[config.mk]
export PLATFORM = sky130hd
export DESIGN_NAME = vga_sync_decoder
export DESIGN_NICKNAME = d
export VERILOG_FILES = /design/src/rtl/vga_sync_decoder.sv
export SDC_FILE = /design/constraint.sdc
export NUM_CORES = 1
export LEC_CHECK = 0
export CORE_ASPECT_RATIO = 1.4
export CORE_MARGIN = 2
export CORE_UTILIZATION = 26
export CTS_CLUSTER_SIZE = 28
export DETAILED_ROUTE_END_ITERATION = 10
export PLACE_DENSITY = 0.49
export SYNTH_ARGS = -nofsm -noshare
export SYNTH_HDL_FRONTEND = slang
export SYNTH_SLANG_ARGS = --single-unit
[constraint.sdc]
create_clock -name i_clk -period 7.8 [get_ports i_clk]
set_clock_uncertainty 0.05 [all_clocks]
set_input_delay 1.56 -clock i_clk [delete_from_list [all_inputs] [get_ports i_clk]]
set_output_delay 1.56 -clock i_clk [all_outputs]
set_load 0.005 [all_outputs]
[src/rtl/vga_sync_decoder.sv]
// vga_sync_decoder: recovers pixel position and timing lock from incoming sync pulses.
// Ports:
//   i_clk, i_rst              - system clock, synchronous active-high reset
//   i_pix_stb                 - pixel strobe; inputs are sampled only when high
//   i_hs, i_vs                - incoming horizontal / vertical sync (asserted level SYNC_POL)
//   o_x, o_y, o_de            - recovered active pixel column/row and data enable
//   o_frame                   - one-clock pulse at each vsync leading edge while locked
//   o_locked                  - timing lock indication
//   o_h_total, o_v_total      - last measured line length (strobes) / frame length (lines)
module vga_sync_decoder #(
    parameter int unsigned H_TOTAL  = 800,
    parameter int unsigned V_TOTAL  = 525,
    parameter int unsigned H_OFFSET = 144,
    parameter int unsigned V_OFFSET = 35,
    parameter int unsigned H_ACTIVE = 640,
    parameter int unsigned V_ACTIVE = 480,
    parameter logic        SYNC_POL = 1'b0
) (
    input  logic        i_clk,
    input  logic        i_rst,
    input  logic        i_pix_stb,
    input  logic        i_hs,
    input  logic        i_vs,
    output logic [9:0]  o_x,
    output logic [8:0]  o_y,
    output logic        o_de,
    output logic        o_frame,
    output logic        o_locked,
    output logic [10:0] o_h_total,
    output logic [9:0]  o_v_total
);

    localparam int unsigned HW  = 11;
    localparam int unsigned HLW = HW + 1;
    localparam int unsigned VW  = 10;
    localparam int unsigned VLW = VW + 1;
    localparam int unsigned XW  = 10;
    localparam int unsigned YW  = 9;
    localparam logic [HW-1:0] H_MAX = '1;
    localparam logic [VW-1:0] V_MAX = '1;

    typedef enum logic [1:0] {ST_UNLOCKED, ST_ACQUIRE, ST_LOCKED} state_t;

    state_t        state, state_nxt;
    logic          hs_q, vs_q;
    logic [HW-1:0] h_pos, h_pos_nxt;
    logic [VW-1:0] v_pos, v_pos_nxt;
    logic          h_seen, v_seen;
    logic          good_cnt, good_nxt;
    logic          line_err, line_err_nxt;

    logic           hs_edge_c, vs_edge_c;
    logic [HLW-1:0] h_len_c;
    logic           h_bad_c, v_bad_c, lost_c;
    logic           locked_nxt_c, de_nxt_c, unlock_c;

    // Leading edges: current sample asserted, previous strobe's sample not
    assign hs_edge_c = i_pix_stb && (i_hs == SYNC_POL) && (hs_q != SYNC_POL);
    assign vs_edge_c = i_pix_stb && (i_vs == SYNC_POL) && (vs_q != SYNC_POL);

    // Line length seen at an hs edge; only a measurement once a previous hs edge anchored h_pos
    assign h_len_c = {1'b0, h_pos} + HLW'(1);
    assign h_bad_c = hs_edge_c && h_seen && (h_len_c != HLW'(H_TOTAL));
    assign v_bad_c = (v_pos != VW'(V_TOTAL));

    // Position counters: sync edge clears, otherwise saturating increment
    always_comb begin
        h_pos_nxt = h_pos;
        v_pos_nxt = v_pos;
        if (i_pix_stb) begin
            if (hs_edge_c)
                h_pos_nxt = '0;
            else if (h_pos != H_MAX)
                h_pos_nxt = h_pos + HW'(1);
            if (vs_edge_c)
                v_pos_nxt = '0;
            else if (hs_edge_c && (v_pos != V_MAX))
                v_pos_nxt = v_pos + VW'(1);
        end
    end

    // Two missing line periods means hsync has gone away
    assign lost_c = i_pix_stb && ({1'b0, h_pos_nxt} == HLW'(2 * H_TOTAL));

    // Lock FSM next state
    always_comb begin
        state_nxt    = state;
        good_nxt     = good_cnt;
        line_err_nxt = line_err;
        unique case (state)
            ST_UNLOCKED: begin
                if (vs_edge_c) begin
                    state_nxt    = ST_ACQUIRE;
                    good_nxt     = 1'b0;
                    line_err_nxt = 1'b0;
                end
            end
            ST_ACQUIRE: begin
                if (h_bad_c)
                    line_err_nxt = 1'b1;
                if (vs_edge_c) begin
                    if (v_seen && !v_bad_c && !line_err_nxt) begin
                        if (good_cnt)
                            state_nxt = ST_LOCKED;
                        else
                            good_nxt = 1'b1;
                    end else begin
                        state_nxt = ST_UNLOCKED;
                    end
                    line_err_nxt = 1'b0;
                end
            end
            ST_LOCKED: begin
                if (h_bad_c || (vs_edge_c && v_bad_c) || lost_c)
                    state_nxt = ST_UNLOCKED;
            end
            default: state_nxt = ST_UNLOCKED;
        endcase
    end

    assign unlock_c     = (state == ST_LOCKED) && (state_nxt == ST_UNLOCKED);
    assign locked_nxt_c = (state_nxt == ST_LOCKED);
    assign de_nxt_c     = locked_nxt_c
                       && ({1'b0, h_pos_nxt} >= HLW'(H_OFFSET))
                       && ({1'b0, h_pos_nxt} <  HLW'(H_OFFSET + H_ACTIVE))
                       && ({1'b0, v_pos_nxt} >= VLW'(V_OFFSET))
                       && ({1'b0, v_pos_nxt} <  VLW'(V_OFFSET + V_ACTIVE));

    // Lock FSM state register
    always_ff @(posedge i_clk) begin
        if (i_rst)
            state <= ST_UNLOCKED;
        else
            state <= state_nxt;
    end

    // Sync history, counters, measurements and registered outputs
    always_ff @(posedge i_clk) begin
        if (i_rst) begin
            hs_q      <= ~SYNC_POL;
            vs_q      <= ~SYNC_POL;
            h_pos     <= '0;
            v_pos     <= '0;
            h_seen    <= 1'b0;
            v_seen    <= 1'b0;
            good_cnt  <= 1'b0;
            line_err  <= 1'b0;
            o_x       <= '0;
            o_y       <= '0;
            o_de      <= 1'b0;
            o_frame   <= 1'b0;
            o_locked  <= 1'b0;
            o_h_total <= '0;
            o_v_total <= '0;
        end else begin
            good_cnt <= good_nxt;
            line_err <= line_err_nxt;
            o_frame  <= vs_edge_c && locked_nxt_c;
            if (i_pix_stb) begin
                hs_q     <= i_hs;
                vs_q     <= i_vs;
                h_pos    <= h_pos_nxt;
                v_pos    <= v_pos_nxt;
                o_locked <= locked_nxt_c;
                o_de     <= de_nxt_c;
                o_x      <= de_nxt_c ? XW'(h_pos_nxt - HW'(H_OFFSET)) : '0;
                o_y      <= de_nxt_c ? YW'(v_pos_nxt - VW'(V_OFFSET)) : '0;
                if (hs_edge_c) begin
                    h_seen <= 1'b1;
                    if (h_seen)
                        o_h_total <= HW'(h_len_c);
                end
                if (vs_edge_c) begin
                    v_seen <= 1'b1;
                    if (v_seen)
                        o_v_total <= v_pos;
                end
            end
            // Losing lock restarts measurement; the next edges only re-anchor
            if (unlock_c) begin
                h_seen <= 1'b0;
                v_seen <= 1'b0;
            end
        end
    end

endmodule

==> impl_metrics.yaml <==
synth:
  ys_types: 75
  synth_common_cells: "72 x dfxtp_1, 70 x nand2_1, 43 x nor2_1, 25 x a21oi_1, 20 x nor3_1"
  synth.avg_cell_area_sq_um: 8.49
  synth_edf_count: 0
  synthArstFlopShare_pct: 0
  synth_top_flop_cell: "dfxtp_1"
  yosysSeqAreaShare_pct: 34.4
  synth_area_sq_um: 4180
  ys_seq_elements: 72
  syn_nets: 505
  ys.warnings.count: 0
  yosysTopAreaCell: "dfxtp_1"
  synth_top_area_share_pct: 34.4
  netlist_instances: 493
  yosysMostFrequentCell: "dfxtp_1"
  synth_area_leaders: "dfxtp_1 34%, nand2_1 6.3%, o31ai_2 5.7%, nor2_1 3.9%, a21oi_1 3.0%"
place:
  post-place-ws_ns: 1.92
  routabilityCongestion: 0.883
  io_buffers: 47
  hpwl_mm: 8.96
  dpl_cell_area_sq_um: 4700
routing:
  wl_per_cell_um: 17.1
  drc: 0
  via_per_inst: 5.24
  ant_nets: 0
  dr.pass1.iters: 4
  wirelength_mm: 12.2
  via_count: 3755
  drt_iter0_drc: 135
job:
  cap_viol_max_count: 0
die:
  die-area_sq_um: 17100
  initial_core_util_pct: 26.7
  ios: 48
  die_h_um: 154
  coreArea_sq_um: 15700
  fp-row-count: 54
  die_w_um: 111
cts:
  cts_setup_buffers: 0
  numClockSinks: 72
  cts_resized: 0
  htreeDepth: 3
  cts_tree: "built"
  ctsHoldBuffers: 0
  clock_latency_ns: 0.34
  clockBufferDepth: 2
  numCtsBuffers: 9
  clockRootBuffer: "clkbuf_16"
  path_clk_slew_ns: 0.06
global_route:
  grt_max_degree: 52
  antenna_found_initial: 0
  overflow: 0
  grt_pass1_vias: 3607
  grt_pass1_wl_mm: 19.5
  grt_usage_pct: 14.2
sta:
  worst_pin_slew_ns: 1.19
  finalCritPeriodShare_pct: 71.3
  slew_viol_final: 0
  finalSetupViolCount: 0
  setup_tns_ns: 0
  fin_ws_ns: 2.24
  timing.fmax_mhz: 180
  timing.slew.headroom_pct: 20.8
  finalHoldViolations: 0
  rsz0062_at_grt: "no"
  timing.final.crit_period_ns: 5.56
power:
  peakVddDrop_mv: 0.101
  p_leak_nw: 1.63
  powerDensity_nw_per_um2: 174
setup_path:
  reg2reg_depth: 9
  critical_path_class: "input pin to register"
  cp_max_fo: 21
  critPathArrivalTime_ns: 5.69
  cp-start-kind: "input pin"
  cp.required_ns: 7.94
  worstSetupEndpointType: "register"
cells_and_area:
  final_layout_size_suffix_gt1_share_pct: 11.5
  nNetsFinal: 527
  diodes: 0
  syn2layout_area_growth_pct: 20.1
  n_fill_cell: 1659
  final_area_sq_um: 5020
worst_hold_path:
  min_delay_path_depth: 2
  hp-class: "register to register"
outcome:
  status: "finished clean"
## path summary, 6_finish.rpt
path	slack (ns)	endpoint	from
hold / removal	0.41	o_de	o_de
setup reg to reg	3.74	o_x[1]	v_pos[0]
setup / recovery	2.24	o_x[1]	i_pix_stb
hold reg to reg	0.41	o_de	o_de
## where the power goes
| group | total [mW] | switching, mW | leakage [nW] | internal (mW) |
|---|---|---|---|---|
| Combinational | 0.0421 | 0.0280 | 0.894 | 0.0142 |
| Clock | 0.455 | 0.167 | 0.152 | 0.288 |
| Sequential | 0.378 | 0.00603 | 0.582 | 0.372 |
## registers in the layout (all words and copies together), names as in the netlist
register and flops:
o_h_total 11, line_err 1, o_y 9, hs_q 1, vs_q 1, h_seen 1
o_de 1, good_cnt 1, o_frame 1, v_pos 10, o_v_total 10, state 2
o_x 10, v_seen 1, o_locked 1, h_pos 11
## per-stage QoR
step	utilization (%)	hold slack (ns)	power, mW	instances
floorplan	-	0.392	0.414	493
global placement	30.0	0.393	0.428	700
detailed placement	30.0	0.396	0.428	700
CTS	32.0	0.407	0.886	716
global route	32.0	0.442	0.907	716
finish	32.0	0.405	0.875	716
## critical path, stage by stage
cell and delay (ns):
clkdlybuf4s50_1 0.98, and3b_1 0.63, o31ai_1 0.28, xor2_1 0.24
nor2_1 0.09, ha_1 0.33, o311a_1 0.41, o31ai_4 1.01
o21ai_1 0.15
## cell families (layout without fill, tap and decap cells)
kind of cell,count (synthesis),after routing,share of synthesized area [%]
compound gates,119,119,23.9
xor+xnor,18,18,3.77
fa+ha+maj,7,7,2.09
buf+inv,52,79,6.46
flops,72,72,34.4
mux,8,8,1.97
simple gates,217,217,27.3
## layout make-up
cell class | instances | area (sq um) | area share, %
clock buffers | 11 | 243 | 4.83
inverters | 14 | 52.6 | 1.05
repair buffers | 49 | 480 | 9.56
flip-flops and latches | 72 | 1440 | 28.7
well taps | 196 | 245 | 4.88
multi-input cells | 369 | 2480 | 49.4
clock inverters | 5 | 80.1 | 1.59
## routing by layer
metal  wire [um]  vias up  global-route usage [%]
met5           0        -                       0
met4         269        0                    5.35
met3         368       20                    3.04
met2        6760       82                    27.0
met1        4820     1808                    15.3
li1            -     1845                       -
## cell usage in the layout (no fill, tap or decap), types with 11 or more instances in the layout
cell and instances:
dfxtp_1 72, inv_1 13, nand3_1 16, nor3_1 20
a21oi_1 25, clkdlybuf4s50_1 46, nand2_1 70, o31ai_2 18
nor2_1 43, a211oi_1 13, nand4_1 11
No activity file was read; power rests on OpenSTA's default activity.
